**config.mk**
```make
export PLATFORM = sky130hd
export DESIGN_NAME = clb_config_loader
export DESIGN_NICKNAME = d
export VERILOG_FILES = /design/src/rtl/clb_config_loader.sv
export SDC_FILE = /design/constraint.sdc
export NUM_CORES = 1
export LEC_CHECK = 0
export CAP_MARGIN = 5
export CELL_PAD_IN_SITES_DETAIL_PLACEMENT = 2
export CELL_PAD_IN_SITES_GLOBAL_PLACEMENT = 2
export CORE_UTILIZATION = 32
export CTS_CLUSTER_DIAMETER = 50
export DETAILED_ROUTE_END_ITERATION = 12
export GPL_ROUTABILITY_DRIVEN = 1
export PLACE_DENSITY_LB_ADDON = 0.08
export SLEW_MARGIN = 10
export SYNTH_ARGS = -nofsm -noshare
export SYNTH_HDL_FRONTEND = slang
export SYNTH_SLANG_ARGS = --single-unit
export TNS_END_PERCENT = 10
```
**constraint.sdc**
```tcl
create_clock -name cclk -period 3.9 [get_ports cclk]
set_input_delay 0.585 -clock cclk [delete_from_list [all_inputs] [get_ports cclk]]
set_output_delay 0.585 -clock cclk [all_outputs]
set_load 0.01 [all_outputs]
```
**src/rtl/clb_config_loader.sv**
```systemverilog
// -----------------------------------------------------------------------------
// clb_config_loader
//
// Configuration-load stage in front of a logic slice. Collects the slice
// configuration bitstream as WORD_W-bit words over a valid/ready handshake,
// assembles one full frame, then commits it by holding the slice's parallel
// config buses steady and pulsing cen for CEN_HOLD cclk cycles.
//
// Ports:
//   cclk                  config clock, all state changes on its rising edge
//   rst_n                 asynchronous active-low reset
//   start                 begin (or restart) a frame load
//   cfg_word / cfg_valid  incoming config word and its valid flag
//   cfg_ready             loader accepts a word this cycle (LOAD only)
//   luts_config_in        LUT configuration bits
//   inter_lut_mux_config  inter-LUT mux configuration
//   config_use_cc         carry-chain enable
//   regs_config_in        flip-flop initial values
//   cen                   config enable to the slice, registered
//   busy                  high while loading or committing
//   done                  frame committed; held until the next start
// -----------------------------------------------------------------------------
module clb_config_loader #(
    parameter int S_XX_BASE = 4,
    parameter int NUM_LUTS  = 4,
    parameter int WORD_W    = 8,
    parameter int CEN_HOLD  = 2,
    localparam int CFG_SIZE = 2 * (2 ** S_XX_BASE) + 1,
    localparam int MUX_LVLS = $clog2(NUM_LUTS),
    localparam int FRAME_W  = CFG_SIZE * NUM_LUTS + MUX_LVLS + 1 + 2 * NUM_LUTS,
    localparam int NWORDS   = (FRAME_W + WORD_W - 1) / WORD_W
) (
    input  logic                         cclk,
    input  logic                         rst_n,
    input  logic                         start,
    input  logic [WORD_W-1:0]            cfg_word,
    input  logic                         cfg_valid,
    output logic                         cfg_ready,
    output logic [CFG_SIZE*NUM_LUTS-1:0] luts_config_in,
    output logic [MUX_LVLS-1:0]          inter_lut_mux_config,
    output logic                         config_use_cc,
    output logic [2*NUM_LUTS-1:0]        regs_config_in,
    output logic                         cen,
    output logic                         busy,
    output logic                         done
);

    localparam int FRAME_BITS = NWORDS * WORD_W;
    localparam int LUT_BITS   = CFG_SIZE * NUM_LUTS;
    localparam int CNT_W      = (NWORDS > 1) ? $clog2(NWORDS) : 1;
    localparam int HOLD_W     = $clog2(CEN_HOLD + 1);

    localparam logic [CNT_W-1:0]  LAST_WORD = CNT_W'(NWORDS - 1);
    localparam logic [HOLD_W-1:0] HOLD_LAST = HOLD_W'(CEN_HOLD);

    typedef enum logic [1:0] {
        IDLE,
        LOAD,
        COMMIT,
        DONE
    } state_t;

    state_t                  state_q, state_d;
    logic [CNT_W-1:0]        word_cnt_q, word_cnt_d;
    logic [HOLD_W-1:0]       hold_cnt_q, hold_cnt_d;
    logic                    cen_q, cen_d;
    logic                    shift_en;
    logic [FRAME_BITS-1:0]   frame_q;

    // Next-state logic. COMMIT spends one cycle arming the cen register,
    // then CEN_HOLD cycles with cen high, so cen rises the edge after the
    // last word is accepted and done follows CEN_HOLD edges later.
    always_comb begin
        // NOTE: every signal driven here gets a default first so no path
        // through the case statement can leave it unassigned and infer a latch.
        state_d    = state_q;
        word_cnt_d = word_cnt_q;
        hold_cnt_d = hold_cnt_q;
        cen_d      = 1'b0;
        shift_en   = 1'b0;

        unique case (state_q)
            IDLE: begin
                if (start) begin
                    state_d    = LOAD;
                    word_cnt_d = '0;
                end
            end

            LOAD: begin
                // start outranks a word presented in the same cycle; the
                // frame register is not cleared because a full load overwrites it.
                if (start) begin
                    word_cnt_d = '0;
                end else if (cfg_valid) begin
                    shift_en = 1'b1;
                    if (word_cnt_q == LAST_WORD) begin
                        state_d    = COMMIT;
                        hold_cnt_d = '0;
                    end else begin
                        word_cnt_d = word_cnt_q + CNT_W'(1);
                    end
                end
            end

            COMMIT: begin
                if (hold_cnt_q == HOLD_LAST) begin
                    state_d = DONE;
                end else begin
                    hold_cnt_d = hold_cnt_q + HOLD_W'(1);
                    cen_d      = 1'b1;
                end
            end

            DONE: begin
                if (start) begin
                    state_d    = LOAD;
                    word_cnt_d = '0;
                end
            end

            default: state_d = IDLE;
        endcase
    end

    // NOTE: sequential state uses non-blocking assignments so every register
    // samples the pre-edge values regardless of statement order.
    always_ff @(posedge cclk or negedge rst_n) begin
        if (!rst_n) begin
            state_q    <= IDLE;
            word_cnt_q <= '0;
            hold_cnt_q <= '0;
            cen_q      <= 1'b0;
            // NOTE: the frame register is reset because it drives the slice
            // config buses directly, which must read all-zero out of reset and
            // must not expose a partial frame after a mid-load reset.
            frame_q    <= '0;
        end else begin
            state_q    <= state_d;
            word_cnt_q <= word_cnt_d;
            hold_cnt_q <= hold_cnt_d;
            cen_q      <= cen_d;
            // New word enters at the top; after NWORDS accepts the first word
            // has walked down to frame_q[WORD_W-1:0].
            if (shift_en) begin
                frame_q <= {cfg_word, frame_q[FRAME_BITS-1:WORD_W]};
            end
        end
    end

    assign cfg_ready = (state_q == LOAD);
    assign busy      = (state_q == LOAD) || (state_q == COMMIT);
    assign done      = (state_q == DONE);
    assign cen       = cen_q;

    assign luts_config_in       = frame_q[LUT_BITS-1:0];
    assign inter_lut_mux_config = frame_q[LUT_BITS +: MUX_LVLS];
    assign config_use_cc        = frame_q[LUT_BITS + MUX_LVLS];
    assign regs_config_in       = frame_q[LUT_BITS + MUX_LVLS + 1 +: 2 * NUM_LUTS];

    // Padding bits above the frame are shifted through but never used.
    generate
        if (FRAME_BITS > FRAME_W) begin : g_pad
            logic unused_pad;
            assign unused_pad = ^frame_q[FRAME_BITS-1:FRAME_W];
        end
    endgenerate

endmodule

```
==> results.toml <==
[run_status]
status = "complete, no violations"

[clock_tree]
cts.clk_slew.worst_paths_ns = 0.07
cts_setup_buffers = 0
cts_root_buf = "clkbuf_16"
htree_levels = 4
cts.sinks = 154
hold_buffers = 0
cts_buffers = 17
cts_tree = "yes"
post_cts_resized = 0
clk_latency_ns = 0.42
cts.path.max_buffers = 2

[grt]
busiest_layer = "met2"
grtUsageTotal = 0.1696
met2_usage = 0.3011
antenna_found_initial = 0
grt.met3_usage = 0.05181
grt_pass1_vias = 5781
grtUsageMet1 = 0.1926
overflow = 0
grt_pass1_wl_um = 29780
grt_start_max_net_pins = 84

[timing]
fin_skew_ns = 0.01187
tns_ns = 0
whs_ns = 0.2043
rsz0062_at_grt = "false"
hold_viol_final = 0
clock.fmax_mhz = 384.6
layout_setup_ws_ns = 1.300
finalSetupViolCount = 0
period_share = 0.6667
slew_headroom = 0.4555
period_needed_ns = 2.600
finalMaxSlewViolations = 0
tightest_slew_ns = 0.8167

[placed_design]
dp_hpwl_um = 12380
dp_slack_ns = 1.235
place.gp.congestion = 0.7852
numPortBuffers = 158

[setup_path]
critical_path.top_delay_family = "buffers and inverters"
timing.rr.start = "state_q[1]$_DFFE_PN0P_"
path_cells = "inv_1 -> ha_1 -> inv_1 -> clkdlybuf4s50_1"
rrSetupSlack_ns = 1.69
cp_max_fo = 7
crit_path_end_kind = "output pin"
worstPathRequired_ns = 3.31
cp_data_arrival_time_ns = 2.01
crit_slowest_cell = "clkdlybuf4s50_1"
cp.depth = 4
r2r_end = "word_cnt_q[3]$_DFFE_PN0P_"
path_common_cell = "inv_1"
path_class = "reg -> out"
cpPeakStageDelay_ns = 0.55
start_kind = "register"
critPathBufInv = 3
reg2regPathDepth = 5

[drt]
firstDrtPassIters = 4
vias = 5016
wire_per_inst_um = 16.33
drt_iter0_markers = 134
viasPerCell = 4.495
wirelength_um = 18230
drc_errors = 0
ant_nets = 0

[synth]
syn-cell-area_mm2 = 0.007127
yosys_warnings = 0
syn_avg_cell_area_um2 = 8.745
synth.distinct_cells = 27
seq_area_frac_synth = 0.5407
netlist_instances = 815
syn_nets = 834
ys_seq_elements = 154

[floorplanning]
row_count = 54
start_util = 0.3266
dieArea_mm2 = 0.02287
fp.dieH_um = 151.2
ios = 159
coreArea_mm2 = 0.02182
die_w_um = 151.2

[final_layout]
antenna_cells = 0
layout-drive-gt1-share = 0.05263
fin_nets = 842
synthToLayoutAreaGrowth_pct = 19.35

[power_and_ir_drop]
power.density_mw_per_mm2 = 618.0
leakage_uw = 0.004358
ir_drop_uv = 306.7

[worst_hold_path]
hold_class = "in -> async"

[run]
cap_viol_max_count = 0
## routing by layer
layer,share of wire,wire length (µm),vias to the layer above
li1,-,-,2354
met1,0.41,7448,2546
met2,0.51,9357,102
met3,0.067,1222,14
met4,0.011,199,0
met5,0,0,-
## flip-flops by register name, indices dropped and copies added (netlist names)
register and cells:
cen 1, frame_q 144, word_cnt_q 5, state_q 2, hold_cnt_q 2
## placed cells by master, fill, tap and decap left out, drive strengths merged, types with 4 or more instances in the layout
| cell type | netlist | routed |
|---|---|---|
| nand3 | 4 | 4 |
| o21ai | 11 | 11 |
| dfrtp | 154 | 154 |
| ha | 7 | 7 |
| nand2 | 437 | 437 |
| inv | 8 | 14 |
| clkdlybuf4s50 | 0 | 157 |
| buf | 173 | 5 |
| clkbuf | 0 | 18 |
## stage by stage
step	cells	utilization	instance area, µm²	total power, µW
floorplan	815	-	7127	3037
global placement	1084	0.3611	7881	3486
detailed placement	1084	0.3611	7881	3556
CTS	1116	0.3897	8506	5365
global route	1116	0.3897	8506	5564
finish	1116	0.3897	8506	5256
## synthesized netlist by cell type
library cell / count / area [µm²]
a21boi_2: 1 / 11.26
a21oi_1: 3 / 15.01
and3b_1: 1 / 8.760
buf_1: 8 / 30.03
buf_2: 16 / 80.08
buf_4: 142 / 1066
buf_6: 7 / 78.83
dfrtp_1: 154 / 3854
ha_1: 7 / 87.58
inv_1: 8 / 30.03
nand2_1: 436 / 1637
nand2_2: 1 / 6.260
nand2b_1: 2 / 12.51
nand3_1: 4 / 20.02
nor2_1: 2 / 7.510
nor2b_1: 2 / 12.51
nor2b_4: 1 / 13.76
nor4bb_4: 1 / 25.02
o21ai_0: 6 / 30.03
o21ai_1: 5 / 25.02
o221a_2: 1 / 11.26
o311ai_1: 1 / 8.760
o31ai_1: 1 / 7.510
o32ai_1: 1 / 8.760
o41a_1: 1 / 11.26
or3_4: 1 / 11.26
xor2_1: 2 / 17.52
## worst max path at each step
stage / startpoint / to / slack [ns]
detailed placement: start / word_cnt_q[3]$_DFFE_PN0P_ / 1.23
floorplan: state_q[1]$_DFFE_PN0P_ / frame_q[100]$_DFFE_PN0P_ / 2.35
global route: state_q[0]$_DFFE_PN0P_ / busy / 1.19
CTS: state_q[0]$_DFFE_PN0P_ / busy / 1.26
finish: state_q[0]$_DFFE_PN0P_ / busy / 1.30
global placement: start / word_cnt_q[4]$_DFFE_PN0P_ / 1.32
## cell families (layout without fill, tap and decap cells)
family                     after synthesis  in the layout  share of synthesized area
and+or+nand+nor                        451            451                     0.2461
buffers and inverters                  181            202                     0.1803
DFF                                    154            154                     0.5407
AOI/OAI and AO/OA                       20             20                    0.01808
adders and majority gates                7              7                    0.01229
xor gates and xnor gates                 2              2                   0.002458
## where the power goes
part / total, µW / internal (µW) / switching [µW]
Combinational: 1380 / 652 / 733
Clock: 1750 / 1040 / 713
Sequential: 2120 / 1870 / 246
Total: 5260 / 3560 / 1690
## cell type report
type,instances,area [µm²]
inverters,8,30.03
fillers,2426,13320
well taps,280,350.3
multi-input cells,480,1997
clock buffers,18,439.2
repair buffers,162,1650
flip-flops and latches,154,3854
clock inverters,14,185.2
## worst reg2reg max path, cell delays in order, from the launching register on
cell and delay [ns]:
dfrtp_1 0.41, inv_1 0.10, ha_1 0.37, nand2_4 0.49
or3_4 0.60, o21ai_1 0.15
Note: power is estimated with default switching activity, not from simulation.
